$ cat src/rtl/pipe_ctrl_if.sv
// Handshake bundle between the TiniSOC core top and the pipeline controller.
// The slave modport is the controller side; the master modport is the core side.
interface pipe_ctrl_if #(
    parameter int CNT_WIDTH = 16
);
    logic                 do_hazard;
    logic                 branch_taken;
    logic                 im_ready;
    logic                 dm_req;
    logic                 dm_ready;

    logic                 pc_enable;
    logic                 xREG1_enable;
    logic                 xREG1_flush;
    logic                 xREG2_enable;
    logic                 xREG2_flush;
    logic                 xREG3_enable;
    logic                 xREG4_enable;
    logic                 dm_timeout;
    logic [CNT_WIDTH-1:0] stall_count;
    logic [CNT_WIDTH-1:0] flush_count;

    modport master (
        output do_hazard, branch_taken, im_ready, dm_req, dm_ready,
        input  pc_enable, xREG1_enable, xREG1_flush, xREG2_enable, xREG2_flush,
               xREG3_enable, xREG4_enable, dm_timeout, stall_count, flush_count
    );

    modport slave (
        input  do_hazard, branch_taken, im_ready, dm_req, dm_ready,
        output pc_enable, xREG1_enable, xREG1_flush, xREG2_enable, xREG2_flush,
               xREG3_enable, xREG4_enable, dm_timeout, stall_count, flush_count
    );
endinterface

$ cat src/rtl/pipe_ctrl.sv
// Pipeline register sequencing for the 5-stage TiniSOC core: DM freeze, branch squash,
// load-use bubble and IM wait, highest priority first. Define PIPE_CTRL_PERF_EN for counters.
module pipe_ctrl #(
    parameter int DM_TIMEOUT = 15,
    parameter int CNT_WIDTH  = 16
) (
    input  logic         clock,
    input  logic         reset_n,
    pipe_ctrl_if.slave   bus
);

    typedef enum logic [1:0] {
        RUN      = 2'd0,
        LD_STALL = 2'd1,
        DM_WAIT  = 2'd2
    } state_t;

    state_t      state_q, state_d;
    logic [3:0]  wcnt_q, wcnt_d;
    logic        dm_timeout_q, dm_timeout_d;

    logic        frozen;
    logic        pcEn, r1En, r1Fl, r2En, r2Fl, r3En, r4En;

    assign frozen = bus.dm_req & ~bus.dm_ready;

    // Outputs depend on the current state and inputs; a DM release is evaluated normally in the same cycle.
    always_comb begin
        pcEn         = 1'b1;
        r1En         = 1'b1;
        r1Fl         = 1'b0;
        r2En         = 1'b1;
        r2Fl         = 1'b0;
        r3En         = 1'b1;
        r4En         = 1'b1;
        state_d      = RUN;
        wcnt_d       = 4'd0;
        dm_timeout_d = dm_timeout_q;

        if (!reset_n) begin
            pcEn         = 1'b0;
            r1En         = 1'b0;
            r1Fl         = 1'b1;
            r2En         = 1'b0;
            r2Fl         = 1'b1;
            r3En         = 1'b0;
            r4En         = 1'b0;
            dm_timeout_d = 1'b0;
        end else if (frozen) begin
            pcEn    = 1'b0;
            r1En    = 1'b0;
            r2En    = 1'b0;
            r3En    = 1'b0;
            r4En    = 1'b0;
            state_d = (state_q == LD_STALL) ? LD_STALL : DM_WAIT;
            wcnt_d  = (wcnt_q == 4'hF) ? 4'hF : wcnt_q + 4'd1;
            if (wcnt_d >= 4'(DM_TIMEOUT)) begin
                dm_timeout_d = 1'b1;
            end
        end else if (bus.branch_taken) begin
            r1Fl = 1'b1;
            r2Fl = 1'b1;
        end else if (bus.do_hazard && (state_q == RUN)) begin
            pcEn    = 1'b0;
            r1En    = 1'b0;
            r2Fl    = 1'b1;
            state_d = LD_STALL;
        end else if (!bus.im_ready) begin
            pcEn = 1'b0;
            r1Fl = 1'b1;
        end
    end

    always_ff @(posedge clock) begin
        if (!reset_n) begin
            state_q      <= RUN;
            wcnt_q       <= 4'd0;
            dm_timeout_q <= 1'b0;
        end else begin
            state_q      <= state_d;
            wcnt_q       <= wcnt_d;
            dm_timeout_q <= dm_timeout_d;
        end
    end

    assign bus.pc_enable    = pcEn;
    assign bus.xREG1_enable = r1En;
    assign bus.xREG1_flush  = r1Fl;
    assign bus.xREG2_enable = r2En;
    assign bus.xREG2_flush  = r2Fl;
    assign bus.xREG3_enable = r3En;
    assign bus.xREG4_enable = r4En;
    assign bus.dm_timeout   = dm_timeout_q;

`ifdef PIPE_CTRL_PERF_EN
    logic [CNT_WIDTH-1:0] stall_count_q, stall_count_d;
    logic [CNT_WIDTH-1:0] flush_count_q, flush_count_d;

    // Both counters saturate at all-ones instead of wrapping.
    always_comb begin
        stall_count_d = stall_count_q;
        flush_count_d = flush_count_q;
        if (!pcEn && !(&stall_count_q)) begin
            stall_count_d = stall_count_q + 1'b1;
        end
        if (!frozen && bus.branch_taken && !(&flush_count_q)) begin
            flush_count_d = flush_count_q + 1'b1;
        end
    end

    always_ff @(posedge clock) begin
        if (!reset_n) begin
            stall_count_q <= '0;
            flush_count_q <= '0;
        end else begin
            stall_count_q <= stall_count_d;
            flush_count_q <= flush_count_d;
        end
    end

    assign bus.stall_count = stall_count_q;
    assign bus.flush_count = flush_count_q;
`else
    assign bus.stall_count = '0;
    assign bus.flush_count = '0;
`endif

endmodule

$ cat src/flat_wrapper.sv
// flat-port wrapper written by rule: the top's interface ports become plain ports
module pipe_ctrl_flat 
#(
    parameter int DM_TIMEOUT = 15,
    parameter int CNT_WIDTH  = 16
)
  (clock, reset_n, bus_do_hazard, bus_branch_taken, bus_im_ready, bus_dm_req, bus_dm_ready, bus_pc_enable, bus_xREG1_enable, bus_xREG1_flush, bus_xREG2_enable, bus_xREG2_flush, bus_xREG3_enable, bus_xREG4_enable, bus_dm_timeout, bus_stall_count, bus_flush_count);
  pipe_ctrl_if #(.CNT_WIDTH(CNT_WIDTH)) bus_i ();
  input  logic clock;
  input  logic reset_n;
  input wire logic [$bits(bus_i.do_hazard)-1:0] bus_do_hazard;
  input wire logic [$bits(bus_i.branch_taken)-1:0] bus_branch_taken;
  input wire logic [$bits(bus_i.im_ready)-1:0] bus_im_ready;
  input wire logic [$bits(bus_i.dm_req)-1:0] bus_dm_req;
  input wire logic [$bits(bus_i.dm_ready)-1:0] bus_dm_ready;
  output wire logic [$bits(bus_i.pc_enable)-1:0] bus_pc_enable;
  output wire logic [$bits(bus_i.xREG1_enable)-1:0] bus_xREG1_enable;
  output wire logic [$bits(bus_i.xREG1_flush)-1:0] bus_xREG1_flush;
  output wire logic [$bits(bus_i.xREG2_enable)-1:0] bus_xREG2_enable;
  output wire logic [$bits(bus_i.xREG2_flush)-1:0] bus_xREG2_flush;
  output wire logic [$bits(bus_i.xREG3_enable)-1:0] bus_xREG3_enable;
  output wire logic [$bits(bus_i.xREG4_enable)-1:0] bus_xREG4_enable;
  output wire logic [$bits(bus_i.dm_timeout)-1:0] bus_dm_timeout;
  output wire logic [$bits(bus_i.stall_count)-1:0] bus_stall_count;
  output wire logic [$bits(bus_i.flush_count)-1:0] bus_flush_count;
  assign bus_i.do_hazard = bus_do_hazard;
  assign bus_i.branch_taken = bus_branch_taken;
  assign bus_i.im_ready = bus_im_ready;
  assign bus_i.dm_req = bus_dm_req;
  assign bus_i.dm_ready = bus_dm_ready;
  assign bus_pc_enable = bus_i.pc_enable;
  assign bus_xREG1_enable = bus_i.xREG1_enable;
  assign bus_xREG1_flush = bus_i.xREG1_flush;
  assign bus_xREG2_enable = bus_i.xREG2_enable;
  assign bus_xREG2_flush = bus_i.xREG2_flush;
  assign bus_xREG3_enable = bus_i.xREG3_enable;
  assign bus_xREG4_enable = bus_i.xREG4_enable;
  assign bus_dm_timeout = bus_i.dm_timeout;
  assign bus_stall_count = bus_i.stall_count;
  assign bus_flush_count = bus_i.flush_count;
  pipe_ctrl #(.DM_TIMEOUT(DM_TIMEOUT), .CNT_WIDTH(CNT_WIDTH)) u_core (.clock(clock), .reset_n(reset_n), .bus(bus_i));
endmodule
$ cat config.mk
export PLATFORM = sky130hd
export DESIGN_NAME = pipe_ctrl_flat
export DESIGN_NICKNAME = d
export VERILOG_FILES = /design/src/rtl/pipe_ctrl_if.sv /design/src/rtl/pipe_ctrl.sv /design/src/flat_wrapper.sv
export SDC_FILE = /design/constraint.sdc
export NUM_CORES = 1
export LEC_CHECK = 0
export CELL_PAD_IN_SITES_DETAIL_PLACEMENT = 0
export CELL_PAD_IN_SITES_GLOBAL_PLACEMENT = 1
export CORE_MARGIN = 2
export CORE_UTILIZATION = 24
export CTS_CLUSTER_DIAMETER = 150
export DETAILED_ROUTE_END_ITERATION = 7
export PLACE_DENSITY = 0.87
export SLEW_MARGIN = 20
export SYNTH_ARGS = -nofsm -noshare
export SYNTH_HDL_FRONTEND = slang
export SYNTH_SLANG_ARGS = --single-unit
$ cat constraint.sdc
create_clock -name clock -period 2.6 [get_ports clock]
set_input_delay 0.39 -clock clock [delete_from_list [all_inputs] [get_ports clock]]
set_output_delay 0.39 -clock clock [all_outputs]
set_load 0.01 [all_outputs]
==> flow_summary.json <==
{
  "drt_iter0_drc": 3,
  "end_kind": "primary output",
  "grt_start_max_net_pins": 8,
  "die_area_um2": 3090,
  "p_sw_mw": 0.0818,
  "place_congestion": 0.803,
  "synth.distinct_cells": 22,
  "clock_skew_ns": 0.00182,
  "drive_above_1_share_pct": 6.12,
  "path_cells": "clkdlybuf4s50_1 -> or3b_1 -> a21oi_1 -> o21ai_0 -> clkdlybuf4s50_1",
  "vias": 480,
  "antennaDiodeCount": 0,
  "use_met2_pct": 11.2,
  "nets": 107,
  "period_share_pct": 92.9,
  "die_w_um": 55.6,
  "grt_pass1_wl_mm": 1.66,
  "period_minus_slack_ns": 2.42,
  "status": "finished, final reports clean",
  "antenna_found_initial": 0,
  "required_ns": 2.21,
  "cts.sinks": 7,
  "path_class": "primary input to primary output",
  "peakVddDrop_mv": 0.137,
  "numCtsBuffers": 3,
  "maxCapViolations": 0,
  "row_count": 18,
  "grt_usage_pct": 6.73,
  "ys_seq_area_share_pct": 22.0,
  "multi_input_area_um2": 337,
  "cts_tree": "built",
  "netlist_instances": 83,
  "post-cts-setup-buffers": 0,
  "crit_top_cell": "clkdlybuf4s50_1",
  "leakage_nw": 0.341,
  "ys_seq_elements": 7,
  "fp.dieH_um": 55.6,
  "crit_arrival_ns": 2.03,
  "layout_commonest_cell": "conb_1",
  "ant_nets": 0,
  "avgRoutedWirePerCell_um": 8.56,
  "cp-start-kind": "primary input",
  "met3_usage_pct": 2.58,
  "synthesis.area_um2": 638,
  "timing.setup.tns_ns": 0,
  "maxSlewViolCount": 0,
  "core_area_um2": 2500,
  "power_frac_comb_pct": 24.6,
  "hold_path_class": "register to register",
  "p_sw_share_pct": 29.5,
  "grtUsageMet1_pct": 7.51,
  "register_area_um2": 140,
  "clockPowerShare_pct": 35.3,
  "worstPathMaxFanout": 4,
  "ios": 47,
  "drc": 0,
  "synth.avg_cell_area_um2": 7.69,
  "synth_edf_count": 0,
  "root_buffer": "clkbuf_4",
  "cts_buffer_depth": 2,
  "drt-vias-per-instance": 3.75,
  "finalPower_mw": 0.277,
  "totalWireLength_mm": 1.10,
  "grt_overflow": 0,
  "path_delay_family": "buffers and inverters",
  "slowest_stage": "clkdlybuf4s50_1",
  "htreeDepth": 1,
  "layout_common_cells": "32 x conb_1, 13 x clkdlybuf4s50_1, 7 x a21oi_1, 7 x dfxtp_1, 6 x inv_1",
  "setup_viol": 0,
  "max_freq_ghz": 0.414,
  "clkLatencyLatePin_ns": 0.25,
  "grt_pass1_vias": 411,
  "power_density_nw_per_um2": 393,
  "post-dp-hpwl_um": 916,
  "yosys_most_used_dff": "dfxtp_1",
  "cp_num_buf_inv": 2,
  "numPortBuffers": 14,
  "clkSlewWorstSetupHoldPaths_ns": 0.05,
  "fillCellCount": 288,
  "async_flop_share_pct": 0,
  "internal_power_mw": 0.195,
  "ys_warn_count": 0,
  "first_pass_iters": 2,
  "power_frac_seq_pct": 40.1,
  "cpPeakStageDelay_ns": 0.49,
  "hold_violations": 0,
  "rsz0062_at_grt": "no",
  "synthToLayoutAreaGrowth_pct": 10.6,
  "grt-busiest-layer": "met2",
  "start_util_pct": 25.5
}
power groups by stage:
stage               Clock [mW]  Combinational, mW  Sequential, mW
finish                  0.0979             0.0681           0.111
global route             0.109             0.0745           0.111
CTS                      0.103             0.0681           0.111
detailed placement           0             0.0679           0.113
global placement             0             0.0661           0.113
floorplan                    0             0.0775           0.113
per-stage QoR:
step                      instance area, µm²  setup slack [ns]  util [%]  instances  hold WS [ns]
final                                    706             0.185      28.2        128         0.470
after CTS                                703            0.0320      28.1        128         0.474
after global placement                   677             0.151      27.1        124         0.457
after detailed placement                 677            0.0295      27.1        124         0.466
after floorplan                          754              1.03         -        114         0.441
after global routing                     706             0.126      28.2        128         0.506
cell families (layout without fill, tap and decap cells):
family / after synthesis / after routing / share of synthesized area [%]
buffers and inverters: 40 / 24 / 43.5
and+or+nand+nor: 21 / 21 / 19.2
AOI/OAI and AO/OA: 12 / 12 / 11.4
DFF: 7 / 7 / 22.0
adders and majority gates: 1 / 1 / 1.96
other: 1 / 32 / 0.588
xor gates and xnor gates: 1 / 1 / 1.37
Yosys cell counts, types with 2 or more instances:
cell	n	area, µm²
a21oi_1	7	35.0
buf_4	34	255
dfxtp_1	7	140
inv_1	6	22.5
nand2_1	5	18.8
nor2_1	5	18.8
nor2b_1	2	12.5
nor3_1	2	10.0
o21ai_0	2	10.0
routing by layer:
metal / vias to the layer above / part of all wire, %
met1: 212 / 39
met5: - / 0
met4: 0 / 0
met3: 0 / 12
li1: 237 / -
met2: 31 / 49
worst register-to-register path, delay by kind of cell, from the launching register on:
kind / cells / cell delay [ns]
compound gates: 2 / 0.51
xor+xnor: 1 / 0.11
fa+ha+maj: 1 / 0.30
flops: 1 / 0.37
registers in the layout, indices dropped and copies added (netlist names):
signal	cells
u_core.bus.dm_timeout	1
u_core.wcnt_q	4
u_core.state_q	2
final timing paths:
path                          start                    end  slack [ns]  cells past startpoint
setup / recovery      bus_do_hazard        bus_xREG1_flush        0.18                      5
setup reg to reg   u_core.wcnt_q[0]  u_core.bus.dm_timeout        1.26                      4
hold / removal    u_core.state_q[1]      u_core.state_q[1]        0.47                      2
hold reg to reg   u_core.state_q[1]      u_core.state_q[1]        0.47                      2
timing repair:
item | 4_1_cts | 5_1_grt
hold buffers | 0 | 0
endpoints found under the setup margin | 0 | 1
gates resized for setup | 0 | 1
final cells by class:
class	count	area share [%]
clock buffers	4	3.72
flip-flops and latches	7	19.9
repair buffers	14	20.2
inverters	6	3.19
multi-input cells	67	47.7
well taps	30	5.32
Power figures use the tool's default switching activity.
